===== config.mk =====
export PLATFORM = sky130hd
export DESIGN_NAME = gray_conv_arbiter
export DESIGN_NICKNAME = d
export VERILOG_FILES = /design/src/rtl/gray_conv_pkg.sv /design/src/rtl/gray_conv_arbiter_rr.sv /design/src/rtl/gray_conv_arbiter.sv
export SDC_FILE = /design/constraint.sdc
export NUM_CORES = 1
export LEC_CHECK = 0
export BUFFER_PORTS_ARGS = -buffer_cell sky130_fd_sc_hd__buf_2
export CELL_PAD_IN_SITES_DETAIL_PLACEMENT = 1
export CELL_PAD_IN_SITES_GLOBAL_PLACEMENT = 2
export CORE_MARGIN = 2
export CORE_UTILIZATION = 35
export DETAILED_ROUTE_END_ITERATION = 12
export PLACE_DENSITY = 0.86
export SLEW_MARGIN = 20
export SYNTH_ARGS = -nofsm -noshare
export SYNTH_HDL_FRONTEND = slang
export SYNTH_SLANG_ARGS = --single-unit

===== constraint.sdc =====
create_clock -name clk -period 6.86 [get_ports clk]
set_input_delay 0.686 -clock clk [delete_from_list [all_inputs] [get_ports clk]]
set_output_delay 0.686 -clock clk [all_outputs]
set_load 0.02 [all_outputs]

===== src/rtl/gray_conv_pkg.sv =====
// gray_conv_pkg: mode codes and FSM encodings shared by the
// Gray/binary conversion arbiter and its round-robin picker.
package gray_conv_pkg;

  localparam logic MODE_B2G = 1'b0;
  localparam logic MODE_G2B = 1'b1;

  typedef enum logic [1:0] {
    ST_IDLE = 2'd0,
    ST_BUSY = 2'd1,
    ST_HOLD = 2'd2
  } state_t;

endpackage


===== src/rtl/gray_conv_arbiter_rr.sv =====
// rr_arbiter: combinational round-robin picker; the first
// set request at or after ptr (with wrap) wins.
module rr_arbiter #(
  parameter int NREQ = 4,
  parameter int IDW  = 2
) (
  input  logic [NREQ-1:0] req,
  input  logic [IDW-1:0]  ptr,
  output logic [NREQ-1:0] gnt,
  output logic [IDW-1:0]  idx,
  output logic            any_req
);

  int             pos;
  logic [IDW-1:0] cand;
  logic           found;

  // scan from ptr upward, wrapping, and keep the first hit
  always_comb begin
    gnt   = '0;
    idx   = '0;
    found = 1'b0;
    pos   = 0;
    cand  = '0;
    for (int off = 0; off < NREQ; off++) begin
      pos  = (int'(ptr) + off) % NREQ;
      cand = IDW'(pos);
      if (!found && req[cand]) begin
        found     = 1'b1;
        gnt[cand] = 1'b1;
        idx       = cand;
      end
    end
    any_req = found;
  end

endmodule


===== src/rtl/gray_conv_arbiter.sv =====
// gray_conv_arbiter: one shared bin2gray/gray2bin engine behind a
// round-robin arbiter. Macro GRAY_CONV_PARALLEL_G2B_EN: one-cycle gray2bin.
import gray_conv_pkg::*;

module gray_conv_arbiter #(
  parameter int WIDTH = 4,
  parameter int NREQ  = 4,
  parameter int IDW   = 2
) (
  input  logic                  clk,
  input  logic                  rst_n,
  input  logic [NREQ-1:0]       req_valid,
  input  logic [NREQ-1:0]       req_mode,
  input  logic [NREQ*WIDTH-1:0] req_data,
  output logic [NREQ-1:0]       req_ready,
  output logic                  rsp_valid,
  output logic [WIDTH-1:0]      rsp_data,
  output logic [IDW-1:0]        rsp_id,
  input  logic                  rsp_ready,
  output logic                  busy
);

  state_t state;
  state_t state_nx;

  logic [NREQ-1:0]  gnt;
  logic [IDW-1:0]   idx;
  logic             any_req;
  logic [IDW-1:0]   rr_ptr;
  logic [WIDTH-1:0] win_data;
  logic             win_mode;
  logic [WIDTH-1:0] b2g_w;
  logic             accept;

  rr_arbiter #(
    .NREQ (NREQ),
    .IDW  (IDW)
  ) u_rr (
    .req     (req_valid),
    .ptr     (rr_ptr),
    .gnt     (gnt),
    .idx     (idx),
    .any_req (any_req)
  );

  assign win_data  = req_data[idx*WIDTH +: WIDTH];
  assign win_mode  = req_mode[idx];
  assign b2g_w     = win_data ^ (win_data >> 1);
  assign accept    = (state == ST_IDLE) && any_req;
  assign req_ready = (state == ST_IDLE) ? gnt : '0;
  assign rsp_valid = (state == ST_HOLD);
  assign busy      = (state != ST_IDLE);

`ifdef GRAY_CONV_PARALLEL_G2B_EN
  function automatic logic [WIDTH-1:0] g2b(input logic [WIDTH-1:0] g);
    logic [WIDTH-1:0] b;
    b[WIDTH-1] = g[WIDTH-1];
    for (int i = WIDTH-2; i >= 0; i--) begin
      b[i] = b[i+1] ^ g[i];
    end
    return b;
  endfunction
`else
  localparam int CW = $clog2(WIDTH);

  logic [WIDTH-1:0] acc;
  logic [WIDTH-1:0] acc_nx;
  logic [WIDTH-1:0] gword;
  logic [CW-1:0]    cnt;
  logic [CW-1:0]    cnt_up;
  logic             last_bit;

  assign cnt_up   = cnt + 1'b1;
  assign last_bit = (state == ST_BUSY) && (cnt == '0);

  // resolve one more binary bit below the ones already known
  always_comb begin
    acc_nx      = acc;
    acc_nx[cnt] = acc[cnt_up] ^ gword[cnt];
  end

  // serial gray2bin working registers
  always_ff @(posedge clk or negedge rst_n) begin
    if (!rst_n) begin
      acc   <= '0;
      gword <= '0;
      cnt   <= '0;
    end else if (accept) begin
      acc   <= {win_data[WIDTH-1], {(WIDTH-1){1'b0}}};
      gword <= win_data;
      cnt   <= CW'(WIDTH-2);
    end else if (state == ST_BUSY) begin
      acc   <= acc_nx;
      cnt   <= cnt - 1'b1;
    end
  end
`endif

  // state register
  always_ff @(posedge clk or negedge rst_n) begin
    if (!rst_n) state <= ST_IDLE;
    else        state <= state_nx;
  end

  // next-state decode
  always_comb begin
    state_nx = state;
    unique case (state)
      ST_IDLE: begin
        if (any_req) begin
`ifdef GRAY_CONV_PARALLEL_G2B_EN
          state_nx = ST_HOLD;
`else
          state_nx = (win_mode == MODE_G2B) ? ST_BUSY : ST_HOLD;
`endif
        end
      end
      ST_BUSY: begin
`ifdef GRAY_CONV_PARALLEL_G2B_EN
        state_nx = ST_HOLD;
`else
        if (cnt == '0) state_nx = ST_HOLD;
`endif
      end
      ST_HOLD: begin
        if (rsp_ready) state_nx = ST_IDLE;
      end
      default: state_nx = ST_IDLE;
    endcase
  end

  // round-robin pointer moves just past each winner
  always_ff @(posedge clk or negedge rst_n) begin
    if (!rst_n) begin
      rr_ptr <= '0;
    end else if (accept) begin
      rr_ptr <= (idx == IDW'(NREQ-1)) ? '0 : idx + 1'b1;
    end
  end

  // response register: loaded at accept or when serial resolve ends
  always_ff @(posedge clk or negedge rst_n) begin
    if (!rst_n) begin
      rsp_data <= '0;
      rsp_id   <= '0;
    end else if (accept) begin
      rsp_id <= idx;
      if (win_mode == MODE_B2G) begin
        rsp_data <= b2g_w;
      end
`ifdef GRAY_CONV_PARALLEL_G2B_EN
      else begin
        rsp_data <= g2b(win_data);
      end
`endif
    end
`ifndef GRAY_CONV_PARALLEL_G2B_EN
    else if (last_bit) begin
      rsp_data <= acc_nx;
    end
`endif
  end

endmodule


---- After elaboration in Yosys (flattened, before gate mapping) ----
Index checks and enable logic that the tools add are counted.
word-level totals
  input port bits ......................... 27
  register bits after elaboration ......... 20
operators by class
  muxes and demuxes ....................... 51
  magnitude comparators ................... 12
  shift-type cells ........................ 1
  bitwise logic cells ..................... 5
  equal/unequal tests ..................... 7
  add/sub/neg operators ................... 6
  reduce and logical (&&, ||, !) cells .... 20
operator list
  kind                 number
  $mux 4               10
  $mux 2               11
  $lt 2x3->1 const B   7
  $mux 1               16
  $shiftx 16x5->4      1
  $bmux 1 s2           7
  $or 4x4->4           3
  $demux 1 s2          5
  $ge 2x1->1 const B   5
  $logic_and 1x1->1    10
  $add 2x1->2 const B  3
  $pmux 2 s3           1
  $reduce_bool 2->1    3
  $add 2x2->2 const B  2
  $bwmux 4             1
  $eq 2x2->1 const B   2
  $logic_not 2->1      2
  $ne 2x1->1 const B   2
  $ne 2x2->1 const B   2
  $xor 4x3->4          1
  $logic_not 1->1      3
  $reduce_and 3->1     1
  $eq 2x1->1 const B   1
  $reduce_and 2->1     1
  2 further kinds      2

---- Depth between registers and ports, before layout ----
  word-level depth ........................ 17
  gate-level depth with buffers ........... 13

---- By module ----
A second synthesis with hierarchy kept.
second synthesis, totals
  cell total of the unflattened synthesis .. 160
  area total of the unflattened synthesis .. 1771.7 sq um
by module, submodules not included
  module             instances  area each (sq um)  cells each  seq. area each (sq um)
  gray_conv_arbiter  1          1352.5             115         500.5
  rr_arbiter         1          419.2              45          0.0

---- Least setup slack after synthesis ----
Ideal clock, no wire load.
  kind .................................... reg-to-reg
  from .................................... register rr_ptr[0]
  to ...................................... register rsp_data[2]
  library setup time ...................... 0.126 ns
  buffers on the path ..................... 2
  path slack .............................. 3.430 ns
  stages on the path, launching flop included .. 13
  arrival time ............................ 3.304 ns
  period minus slack after synthesis ...... 3.430 ns
  path through ............................ dfrtp_1 buf_2 inv_1 ha_1 clkbuf_1 mux4_2 nor3_4 nand2_4 a32oi_4 nand3_2 and3_4 or2_4 a221o_1
on the way
  longest elaborated chain between the ends .. 16
ends and longest elaborated chain
  element                                               RTL line                  RTL
  start, declared                                       gray_conv_arbiter.sv:29   logic [IDW-1:0] rr_ptr;
  start signal, assigned                                gray_conv_arbiter.sv:137  rr_ptr <= (idx == IDW'(NREQ-1)) ? '0 : idx + 1'b1;
  branches (longest 16 deep; another with $add 2x1->2)  -
  end signal, assigned                                  gray_conv_arbiter.sv:149  rsp_data <= b2g_w;
  end signal, assigned                                  gray_conv_arbiter.sv:159  rsp_data <= acc_nx;
  end, declared                                         gray_conv_arbiter.sv:17   output logic [WIDTH-1:0] rsp_data,
Parallel ways; which one is timed is not known. The select of a mux whose other input is x is not followed.
A chain may end at the register's enable or synchronous reset.

---- Worst setup path in the final report ----
  from .................................... register rr_ptr[0]
  to ...................................... output port req_ready[2]
on the way
  longest elaborated chain between the ends .. 13
ends and longest elaborated chain
  element                                              RTL line                    RTL
  branches (longest 11 deep; another with $lt 2x3->1)  -
  $mux 4 *                                             gray_conv_arbiter_rr.sv:28  if (!found && req[cand]) begin
  $mux 4 *                                             gray_conv_arbiter.sv:50     assign req_ready = (state == ST_IDLE) ? gnt : '0;
  end, declared                                        gray_conv_arbiter.sv:15     output logic [NREQ-1:0] req_ready,
Mark *: on every way between the ends. The select of a mux whose other input is x is not followed.

==> out/qor.log <==
INFO  sta            rsz_0062_raised_after_global_routing=false
INFO  finish         most-common-layout-cells=sky130_fd_sc_hd__buf_2, sky130_fd_sc_hd__nand2_1, sky130_fd_sc_hd__dfrtp_1, sky130_fd_sc_hd__nor2_1, sky130_fd_sc_hd__o21ai_0
INFO  global_routing groute.usage.overall=19.2%
INFO  finish         syn2layout_area_growth=17.0%
INFO  cts            cts_tree=built
INFO  sta            fin_crit_sh=58.6%
INFO  sta            finalHoldWorstSlack=0.363ns
INFO  sta            max_slew.worst_pin.slew=0.676ns
INFO  synth          synth_nets=229
INFO  critical_path  critical_path_required=6.17ns
INFO  status         status=complete, no violations
INFO  critical_path  endpoint_kind=output port
INFO  route          vias_per_cell=5.34
INFO  sta            normalized_max_slew_margin=54.9%
INFO  synth          netlist_area=1720µm²
INFO  route          dr.pass1.iters=4
INFO  synth          postSynthRegisterBits=20
INFO  global_routing met2_resource_use_gr=32.9%
INFO  sta            setup_violations=0
INFO  global_routing grt_pass1_wl=8.14mm
INFO  cts            cts_buffer_depth=2
INFO  finish         layout-drive-gt1-share=27.0%
INFO  finish         antenna_cells_inserted=0
INFO  sta            report.final.hold_viol_count=0
INFO  route          vias=1566
INFO  cts            root_buffer=sky130_fd_sc_hd__clkbuf_8
INFO  synth          synthDistinctLibCells=46
INFO  synth          synth_ff_type=sky130_fd_sc_hd__dfrtp_1
INFO  global_routing global_route.overflow_total=0
INFO  cts            htree_num_levels=1
INFO  critical_path  r2r_start=rr_ptr[0]
INFO  sta            finalMaxSlewViolations=0
INFO  power          vdd_ir_drop_max=0.000259V
INFO  sta            layout_min_cycle_time=4.02ns
INFO  cts            cts_resized=0
INFO  place          finalWeightedCongestion=0.762
INFO  sta            final.setup_skew=0.00313ns
INFO  cts            clk_pin_slew_worst_paths=0.07ns
INFO  die            io-pin-count=39
INFO  critical_path  worst_ep_arrival_time=3.34ns
INFO  power          leakagePower=0.000932µW
INFO  critical_path  startpoint_type=register
INFO  global_routing pin_count_of_the_biggest_net_entering_global_routing=21
INFO  synth          synth_enable_flop_cells=0
INFO  critical_path  criticalPathCategory=reg2out
INFO  route          post_drt_wl_per_cell=16.1µm
INFO  die            rows=25
INFO  synth          asyncSetResetFlopFracSynth=100%
INFO  synth          yosys.area.top_type=sky130_fd_sc_hd__dfrtp_1
INFO  worst_hold_path min_path_type=in2async
INFO  route          drc=0
INFO  power          power.density=591nW/µm²
INFO  route          postRouteWirelength=4.73mm
INFO  synth          postSynthAreaPerCell=9.05µm²
INFO  global_routing global_route.usage.met3=2.85%
INFO  sta            max_freq=0.249GHz
INFO  synth          synth_top_area_share=29.1%
INFO  finish         nNetsFinal=266
INFO  critical_path  rrSetupSlack=2.92ns
INFO  critical_path  reg2regPathDepth=10
INFO  cts            post_cts_buffers=0
INFO  die            floorplan.die.height=74.1µm
INFO  route          dr.first_iter.drc_count=81
INFO  place          detailed_placer_s_ending_hpwl=3.75mm
INFO  global_routing first_global_vias=1676
INFO  place          number_of_input_and_output_port_buffers_inserted=38
INFO  critical_path  worst-path-max-fanout=17
INFO  die            x_dimension_of_the_die=74.1µm
INFO  global_routing busiest_layer=met2
INFO  route          antenna_violating_nets_post_route=0
INFO  finish         most_common_cell_after_layout_fill_and_taps_aside=sky130_fd_sc_hd__buf_2
INFO  synth          sequential_element_share_of_the_synthesized_area=29.1%
INFO  global_routing use_met1=26.1%
INFO  cts            tritoncts_num_sinks=20
INFO  cts            clkLatencyLatePin=0.26ns
INFO  cts            cts_made_buffers=3
INFO  sta            total_negative_setup_slack=0ns
INFO  global_routing grt_antenna_before_repair=0
INFO  synth          synth.yosys.warnings=0
INFO  cts            hold_buffers=0
INFO  die            initial_utilization=36.4%
INFO  job            timing.max_cap.violations=0
INFO  die            design.die.area=5490µm²
INFO  die            core_region_area=4720µm²
INFO  synth          synthCells=190
INFO  critical_path  endpoint_of_the_most_critical_register_to_register_path=rsp_data[1]
INFO  synth          main_area_contributors_after_synthesis=sky130_fd_sc_hd__dfrtp_1, sky130_fd_sc_hd__ha_1, sky130_fd_sc_hd__mux4_2, sky130_fd_sc_hd__nand2_1, sky130_fd_sc_hd__o21ai_0
==> layer usage <==
| layer | up-vias | wire length [µm] |
|---|---|---|
| met2 | 28 | 2310 |
| met1 | 756 | 2250 |
| met5 | - | 0 |
| met3 | 4 | 128 |
| met4 | 0 | 29 |
| li1 | 778 | - |
==> where the power goes <==
group	leakage, µW	total (µW)	switching, µW	internal [µW]
logic	0.000656	861	514	347
registers	0.000247	239	64.3	174
clock network	0.0000288	89.1	38.0	51.1
total	0.000932	1190	616	573
==> critical path: stages (launching register included) <==
cell	delay, ns
sky130_fd_sc_hd__dfrtp_1	0.78
sky130_fd_sc_hd__inv_1	0.26
sky130_fd_sc_hd__ha_1	0.53
sky130_fd_sc_hd__mux4_2	0.48
sky130_fd_sc_hd__nor2b_1	0.45
sky130_fd_sc_hd__a22oi_1	0.13
sky130_fd_sc_hd__nor2_1	0.13
sky130_fd_sc_hd__a221oi_1	0.06
sky130_fd_sc_hd__nor2_1	0.09
sky130_fd_sc_hd__buf_2	0.16
==> flip-flops by register name, indices dropped and copies added (netlist names) <==
| register | flops |
|---|---|
| rsp_data | 4 |
| gword | 4 |
| rsp_id | 2 |
| state | 2 |
| rr_ptr | 2 |
| cnt | 2 |
| acc | 4 |
==> cells in the mapped netlist, types with 3 or more instances <==
cell type,count
sky130_fd_sc_hd__nand3_1,9
sky130_fd_sc_hd__ha_1,12
sky130_fd_sc_hd__o211ai_1,3
sky130_fd_sc_hd__nand2_1,26
sky130_fd_sc_hd__nand2b_1,4
sky130_fd_sc_hd__mux4_2,6
sky130_fd_sc_hd__a22oi_1,5
sky130_fd_sc_hd__nor2_1,16
sky130_fd_sc_hd__a211oi_1,5
sky130_fd_sc_hd__a21oi_1,9
sky130_fd_sc_hd__o21ai_0,14
sky130_fd_sc_hd__clkbuf_1,3
sky130_fd_sc_hd__inv_1,8
sky130_fd_sc_hd__nor2b_1,4
sky130_fd_sc_hd__a221oi_1,4
sky130_fd_sc_hd__dfrtp_1,20
==> logic make-up after synthesis <==
group                      Yosys count  synth area share, %
xor gates and xnor gates             3                 1.53
buffers and inverters               15                 4.29
AOI/OAI and AO/OA                   64                 27.9
DFF                                 20                 29.1
muxes                                7                 8.51
adders and majority gates           12                 8.73
and+or+nand+nor                     69                 20.0
==> how the worst max path moves through the flow <==
stage	end	start	cells past startpoint	slack, ns
after global routing	req_ready[2]	rr_ptr[0]	9	2.54
after global placement	rsp_data[1]	rr_ptr[0]	10	3.08
after CTS	req_ready[1]	rr_ptr[0]	9	2.82
final	req_ready[2]	rr_ptr[0]	9	2.84
after detailed placement	rsp_data[2]	rr_ptr[0]	10	2.95
after floorplan	rsp_data[2]	rr_ptr[0]	12	3.43
==> area by class of cell <==
cell class	count	area, µm²
inverter	8	30.0
timing repair buffer	39	198
clock buffer	4	55.1
fill	594	2710
tap	67	83.8
multi-input combinational	155	1150
sequential	20	500
==> per-stage QoR <==
step                      std cells  total power [µW]  utilization, %  worst slack, ns  area, µm²
after floorplan                 190               903               -             3.43       1720
after global placement          289              1080            41.5             3.08       1960
after detailed placement        289              1100            41.5             2.95       1960
after CTS                       293              1200            42.6             2.82       2010
after global routing            293              1310            42.6             2.54       2010
final                           293              1190            42.6             2.84       2010
Power figures use the tool's default switching activity.
